--- config.mk ---
export PLATFORM = sky130hd
export DESIGN_NAME = wb_stage_buffered
export DESIGN_NICKNAME = d
export VERILOG_FILES = /design/src/rtl/wb_stage_buffered.sv
export SDC_FILE = /design/constraint.sdc
export NUM_CORES = 1
export LEC_CHECK = 0
export CORE_ASPECT_RATIO = 0.8
export CORE_MARGIN = 3
export CORE_UTILIZATION = 40
export DETAILED_ROUTE_END_ITERATION = 10
export PLACE_DENSITY = 0.66
export SKIP_CTS_REPAIR_TIMING = 1
export SLEW_MARGIN = 40
export SYNTH_ARGS = -nofsm -noshare
export SYNTH_HDL_FRONTEND = slang
export SYNTH_SLANG_ARGS = --single-unit
--- constraint.sdc ---
create_clock -name clk -period 4.8 [get_ports clk]
set_clock_uncertainty 0.05 [all_clocks]
set_input_delay 1.44 -clock clk [delete_from_list [all_inputs] [get_ports clk]]
set_output_delay 1.44 -clock clk [all_outputs]
set_load 0.05 [all_outputs]
--- src/rtl/wb_stage_buffered.sv ---
// Buffered write-back stage: selects the result, queues it, and drains
// it to the register-file write port while exposing queued writes.
module wb_stage_buffered #(
  parameter int DATA_W  = 16,
  parameter int REG_AW  = 3,
  parameter int DEPTH   = 4,
  parameter int R0_ZERO = 1
) (
  input  logic                       clk,
  input  logic                       rst,
  input  logic [2*DATA_W+REG_AW+2:0] pipeline_reg_in,
  input  logic                       in_valid,
  output logic                       in_ready,
  input  logic                       rf_write_grant,
  output logic                       reg_write_en,
  output logic [REG_AW-1:0]          reg_write_dest,
  output logic [DATA_W-1:0]          reg_write_data,
  output logic [REG_AW-1:0]          wb_op_dest,
  input  logic [REG_AW-1:0]          hz_addr,
  output logic                       hz_hit,
  output logic [DATA_W-1:0]          hz_data,
  output logic [$clog2(DEPTH):0]     wb_count
);

  localparam int PW = $clog2(DEPTH);
  localparam int CW = PW + 1;
  localparam int IW = 2*DATA_W + REG_AW + 3;

  typedef struct packed {
    logic [REG_AW-1:0] dest;
    logic [DATA_W-1:0] data;
  } entry_t;

  logic [DATA_W-1:0] alu_res;
  logic [DATA_W-1:0] mem_rd;
  logic              wb_en;
  logic [REG_AW-1:0] wb_dest;
  logic [1:0]        wb_sel;

  assign alu_res = pipeline_reg_in[IW-1 -: DATA_W];
  assign mem_rd  = pipeline_reg_in[IW-DATA_W-1 -: DATA_W];
  assign wb_en   = pipeline_reg_in[REG_AW+2];
  assign wb_dest = pipeline_reg_in[REG_AW+1:2];
  assign wb_sel  = pipeline_reg_in[1:0];

  entry_t          ent_q [DEPTH];
  logic [PW-1:0]   wr_ptr;
  logic [PW-1:0]   rd_ptr;
  logic [CW-1:0]   count;

  logic [DATA_W-1:0] wb_data;
  logic [DATA_W-1:0] byte_sx;
  logic [DATA_W-1:0] byte_zx;
  logic              not_empty;
  logic              accept;
  logic              keep;
  logic              push;
  logic              pop;
  entry_t            head;

  always_comb begin
    byte_sx      = {DATA_W{mem_rd[7]}};
    byte_sx[7:0] = mem_rd[7:0];
    byte_zx      = '0;
    byte_zx[7:0] = mem_rd[7:0];
  end

  always_comb begin
    wb_data = alu_res;
    unique case (wb_sel)
      2'b00: wb_data = alu_res;
      2'b01: wb_data = mem_rd;
      2'b10: wb_data = byte_sx;
      2'b11: wb_data = byte_zx;
      default: wb_data = alu_res;
    endcase
  end

  assign not_empty = count != '0;
  assign pop       = not_empty & rf_write_grant;
  assign in_ready  = (count < CW'(DEPTH)) | pop;
  assign accept    = in_valid & in_ready;

  // Disabled writes and (optionally) r0 writes are consumed here.
  assign keep = wb_en & ~((R0_ZERO != 0) && (wb_dest == '0));
  assign push = accept & keep;

  always_ff @(posedge clk or negedge rst) begin
    if (!rst) begin
      wr_ptr <= '0;
      rd_ptr <= '0;
      count  <= '0;
    end else begin
      if (push) wr_ptr <= wr_ptr + PW'(1);
      if (pop)  rd_ptr <= rd_ptr + PW'(1);
      count <= count + CW'(push) - CW'(pop);
    end
  end

  always_ff @(posedge clk) begin
    if (push) ent_q[wr_ptr] <= '{dest: wb_dest, data: wb_data};
  end

  assign head           = ent_q[rd_ptr];
  assign reg_write_en   = pop;
  assign reg_write_dest = not_empty ? head.dest : '0;
  assign reg_write_data = not_empty ? head.data : '0;
  assign wb_op_dest     = not_empty ? head.dest : '0;
  assign wb_count       = count;

  // Scan oldest to youngest so the last match seen wins.
  always_comb begin
    logic [PW-1:0] idx;
    idx     = '0;
    hz_hit  = 1'b0;
    hz_data = '0;
    for (int i = 0; i < DEPTH; i++) begin
      idx = rd_ptr + PW'(i);
      if ((CW'(i) < count) && (ent_q[idx].dest == hz_addr)) begin
        hz_hit  = 1'b1;
        hz_data = ent_q[idx].data;
      end
    end
  end

endmodule

== Yosys cells after proc, flatten, opt, wreduce, memory -nomap -nowiden ==
Memory sizes are Yosys's and may differ from the RTL's.
Cells that the tools add are included.
Word-level totals
  register bits after elaboration: 7
  bits in latches: 0
  RAM bits: 76
  bits in read-only memories: 0
  output and inout bits: 44
  word-level logic and storage cells: 48
  memories kept: 1
Memory list
  ent_q: depth 4, width 19, rd ports 4, clocked after memory_dff 0, write ports 1, line 46  | entry_t ent_q [DEPTH];
Cells by class
  add/subtract/negate cells: 6
  $mul: 0
  divide/modulo/power cells: 0
  $lt $le $gt $ge: 5
  equal/unequal tests: 7
  shift-type cells: 0
  mux-type cells: 13
  bitwise logic cells: 6
  reductions and logical operators: 7
Operators with widths (number)
  16-bit two-way mux: 5
  16-bit one-hot mux with 4 select lines: 1
  3-bit == test: 4
  1-bit by 3-bit < comparator with 1-bit output (first input constant): 2
  2-bit by 3-bit < comparator with 1-bit output (first input constant): 2
  1-bit two-way mux: 6
  2-bit by 1-bit adder with 2-bit output (second input constant): 2
  2-bit adder (second input constant): 2
  1-bit AND: 4
  2-bit == test (second input constant): 2
  1-bit logical AND: 4
  3-bit by 1-bit adder with 3-bit output: 1
  3-bit zero test: 1
  3-bit < comparator (second input constant): 1
  3-bit two-way mux: 1
  3-bit nonzero test: 1
  3-bit by 1-bit subtractor with 3-bit output: 1
  2-bit by 1-bit == test with 1-bit output (second input constant): 1
  2-bit zero test: 1
  1-bit inverter: 1
  1-bit OR: 1

== Logic depth before layout (Yosys ltp) ==
  word-level depth: 7
  depth in mapped cells: 10
  gate-level depth less buffers: 10

== Worst setup path after synthesis ==
No wires, ideal clock.
  path kind: input-to-output
  start point: input port hz_addr[0]
  end point: output port hz_data[2]
  arrival time: 3.856 ns
  path slack: -0.546 ns
  stages on the path: 7
  path buffers: 2
  cell sequence: clkbuf_1 -> xnor2_1 -> nor3_1 -> o211ai_1 -> buf_2 -> o211a_1 -> a221oi_1
Between the ends
  longest elaborated chain between the ends: 6
  elaborated cells on any way between the ends: 12
  those cells by class: eq/ne (4); mux (4); reduce/logical (4)
RTL lines
  start: declaration: line 19  | input logic [REG_AW-1:0] hz_addr,
  3-bit == test: line 119  | if ((CW'(i) < count) && (ent_q[idx].dest == hz_addr)) begin
  1-bit logical AND: line 119
  16-bit two-way mux (3 in series): line 119
  16-bit two-way mux (*): line 119
  end: declaration: line 21  | output logic [DATA_W-1:0] hz_data,
Mark *: on every way between the ends. The rest lies on a longest branch, timed or not.

== Worst setup path after layout ==
  start point: input port hz_addr[2]
  end point: output port hz_data[9]
Same word-level chain as after synthesis.

==> key figures <==
Min path
  • Startpoint of the worst hold path: wb_count[0]$_DFF_PN0_
  • Hold Crit Depth: 1
  • WHS Endpoint: wb_count[0]$_DFF_PN0_
  • Path class of the lowest-slack min-delay path: register to register

Clock network
  • Clock tree from TritonCTS: yes
  • Buffers from clock root to sink, at most: 2
  • Library cell used as clock root buffer: sky130_fd_sc_hd__clkbuf_16
  • TritonCTS buffer count: 9
  • Worst-skew pair later-pin latency: 330 ps
  • Clock transition at the registers of the reported paths: 60 ps
  • CTS H-tree depth: 3
  • Total clock sinks: 83

Detailed routing
  • Post-route antenna net violation count: 0
  • Detailed-route via count: 4469
  • Mean number of vias per cell: 5.48
  • Total length of routed wires: 14700 um
  • Starting DRT DRC Count: 245
  • DRC errors left: 0
  • Detailed Routing Iterations Pass 1: 4
  • Routed length per placed instance: 18.1 um

STA
  • Total negative slack: 0 ps
  • Final critical delay including setup and external delays: 4770 ps
  • Endpoints failing hold: 0
  • Slack of the critical path: 25.6 ps
  • Worst hold margin: 595 ps
  • Final clock period utilization by the worst path: 99.5%
  • Slew HR: 65.0%
  • Top achievable clock speed: 0.209 GHz
  • Pin slew with the least headroom to its limit: 525 ps
  • Unrepaired setup endpoints after global routing: true
  • Setup violators final: 0
  • Final-report max-slew violation count: 0

Critical path
  • Data required, critical path: 3310 ps
  • FF-to-FF Start: wb_count[2]$_DFF_PN0_
  • Terminus of the critical flop-to-flop path: wb_count[2]$_DFF_PN0_
  • Crit. End Element: output port
  • WP data arrival: 3280 ps
  • Most frequent cell on the critical path: sky130_fd_sc_hd__buf_6
  • Cell breakdown of the critical path: buf_8 > buf_6 > xnor2_4 > nor3_2 > o211ai_1 > buf_4 > buf_6 > clkbuf_16 > o211a_1 > a221oi_4 > buf_12
  • Crit-path max cell delay: 340 ps
  • Critical path's slowest cell: sky130_fd_sc_hd__a221oi_4
  • Reg-to-reg slack, setup: 2430 ps
  • R2R depth: 10
  • Kind of start point of the critical path: primary input
  • Max FO, Critical Path: 8
  • Worst setup path startpoint: hz_addr[2]
  • Buffers & Inverters on Critical Path: 6
  • Largest delay share family, worst path: buffers and inverters
  • Start-to-end type of the worst setup path: primary input to output port

Synthesis
  • Synthesized instance count: 541
  • Number of unique standard cell types used by synthesis: 40
  • Flip-flop and latch count after synthesis: 83
  • Post-synthesis instance area: 5620 um^2
  • Average cell area after synthesis: 10.4 um^2
  • Share of flip-flops with an asynchronous set or reset: 8.43%
  • Post-synth EDFFs: 76
  • Proportion of synthesized chip area in sequential cells: 43.8%
  • Yosys warning count: 0
  • Post-Syn Nets: 595
  • Primary FF master, synth: sky130_fd_sc_hd__edfxtp_1

Power
  • Clock power share: 9.6%
  • Total net switching power: 2.86 mW
  • Leakage Power: 2.81 nW
  • Sequential share of power: 16.7%
  • Cell internal pwr: 3.19 mW
  • Worst ir drop on vdd: 627 uV
  • Power density over the cells: 789 nW/um^2
  • Proportion of power drawn by combinational gates: 73.7%
  • Switching Fraction: 47.3%

Layout
  • Count of nets after finishing: 687
  • Area growth, synth to finish: 36.5%
  • Share of final-layout standard cells stronger than drive strength 1: 20.3%
  • Antenna Cells: 0

GRT
  • Total track usage: 18.0%
  • Wire length of the first global-routing pass: 22500 um
  • Number of global-route vias before repair: 4426
  • Pin count of the biggest net entering global routing: 58
  • Number of antenna violations at the first check in global routing: 0
  • Total global routing overflow: 0

Place
  • Count of buffers inserted at the top-level ports: 88
  • Post-place setup slack: -349 ps
  • Final Wtd Congestion: 0.833
  • Estimated wirelength of the detail-placed design: 9930 um

Die
  • CORE AREA: 13600 um^2
  • Top Ports: 89
  • Cell row count: 38
  • X dimension of the die: 138 um
  • Initial core utilization: 41.2%
  • Die Y-Extent: 112 um
  • Area enclosed by the die boundary: 15500 um^2

Outcome
  • Result of the run: finished clean

Run
  • Max-capacitance violation count: 0
how the worst max path moves through the flow:
stage                  endpoint  slack, ps  cells past startpoint
global route         hz_data[4]        -70                      9
detailed placement  hz_data[12]       -350                      9
CTS                  hz_data[7]       -370                      9
finish               hz_data[9]         30                     11
floorplan            hz_data[0]        -90                      7
global placement    hz_data[12]       -350                      9
sequential cells by signal (all words and copies together), names as in the netlist:
name      flops
rd_ptr        2
ent_q        76
wr_ptr        2
wb_count      3
synth_stat cells, types with 6 or more instances:
master	count	area share, %
sky130_fd_sc_hd__a21oi_1	58	5.2
sky130_fd_sc_hd__a221oi_2	11	2.9
sky130_fd_sc_hd__and2_1	6	0.67
sky130_fd_sc_hd__buf_2	13	1.2
sky130_fd_sc_hd__clkbuf_1	25	1.7
sky130_fd_sc_hd__dfrtp_1	7	3.1
sky130_fd_sc_hd__edfxtp_1	76	41
sky130_fd_sc_hd__ha_1	8	1.8
sky130_fd_sc_hd__inv_1	11	0.74
sky130_fd_sc_hd__mux2_1	32	6.4
sky130_fd_sc_hd__mux2_2	8	1.6
sky130_fd_sc_hd__mux2i_1	46	8.2
sky130_fd_sc_hd__nand2_1	57	3.8
sky130_fd_sc_hd__nand2b_1	16	1.8
sky130_fd_sc_hd__nand3b_1	15	2.0
sky130_fd_sc_hd__nor2_1	41	2.7
sky130_fd_sc_hd__o211a_1	16	2.9
sky130_fd_sc_hd__o21ai_0	16	1.4
sky130_fd_sc_hd__o21ai_1	8	0.71
sky130_fd_sc_hd__or2_2	15	1.7
sky130_fd_sc_hd__xnor2_1	14	2.2
layout by cell type (no fill, tap or decap), types with 10 or more instances in the layout:
| cell type | synthesis | final |
|---|---|---|
| sky130_fd_sc_hd__buf_12 | 0 | 26 |
| sky130_fd_sc_hd__buf_4 | 4 | 25 |
| sky130_fd_sc_hd__edfxtp_1 | 76 | 76 |
| sky130_fd_sc_hd__or2_2 | 15 | 15 |
| sky130_fd_sc_hd__nand2b_1 | 16 | 16 |
| sky130_fd_sc_hd__o21ai_0 | 16 | 16 |
| sky130_fd_sc_hd__clkdlybuf4s50_1 | 0 | 67 |
| sky130_fd_sc_hd__mux2_1 | 32 | 32 |
| sky130_fd_sc_hd__a221oi_4 | 0 | 15 |
| sky130_fd_sc_hd__inv_1 | 11 | 11 |
| sky130_fd_sc_hd__nand2_1 | 57 | 57 |
| sky130_fd_sc_hd__clkbuf_16 | 0 | 11 |
| sky130_fd_sc_hd__nand3b_1 | 15 | 15 |
| sky130_fd_sc_hd__o211a_1 | 16 | 10 |
| sky130_fd_sc_hd__nor2_1 | 41 | 41 |
| sky130_fd_sc_hd__a21oi_1 | 58 | 58 |
| sky130_fd_sc_hd__xnor2_1 | 14 | 12 |
| sky130_fd_sc_hd__mux2i_1 | 46 | 46 |
cells by family (layout without fill, tap and decap cells):
group,Yosys count,after routing,share of synthesized area (%)
adder cells (fa/ha/maj),9,9,2.14
AND/OR/NAND/NOR,165,165,14.3
buffers and inverters,58,152,4.70
flip-flops,83,83,43.8
multiplexers,88,88,17.0
AO/OA/AOI/OAI,120,120,15.2
XOR/XNOR,18,18,2.81
area by class of cell:
type / instances / area [um^2]
clock buffers: 9 / 225
clock inverters: 4 / 21.3
fillers: 1153 / 5980
inverters: 12 / 45.0
multi-input cells: 400 / 3190
flip-flops and latches: 83 / 2460
well taps: 180 / 225
repair buffers: 127 / 1500
power by group through the flow:
stage | logic [mW] | registers [mW] | clock network [mW]
2_1_floorplan | 2.83 | 0.985 | 0
3_3_place_gp | 4.18 | 1.02 | 0
3_5_place_dp | 4.24 | 1.03 | 0
4_1_cts | 4.26 | 1.01 | 0.595
5_1_grt | 4.70 | 1.03 | 0.628
6_report | 4.46 | 1.01 | 0.580
routing by layer:
layer  wire, um  track usage [%]  share of wire, %
met1       6840             24.3                46
met2       7050             29.9                48
met3        719             3.95               4.9
met4        130             4.21              0.88
met5          0                0                 0
through the flow:
step / utilization (%) / instance area [um^2] / power [mW] / cells
after global routing: 56.2 / 7660 / 6.36 / 815
after detailed placement: 52.6 / 7180 / 5.27 / 793
after CTS: 54.5 / 7430 / 5.86 / 806
after global placement: 52.6 / 7180 / 5.20 / 793
final: 56.2 / 7660 / 6.05 / 815
after floorplan: - / 5770 / 3.81 / 541
Note: power is estimated with default switching activity, not from simulation.
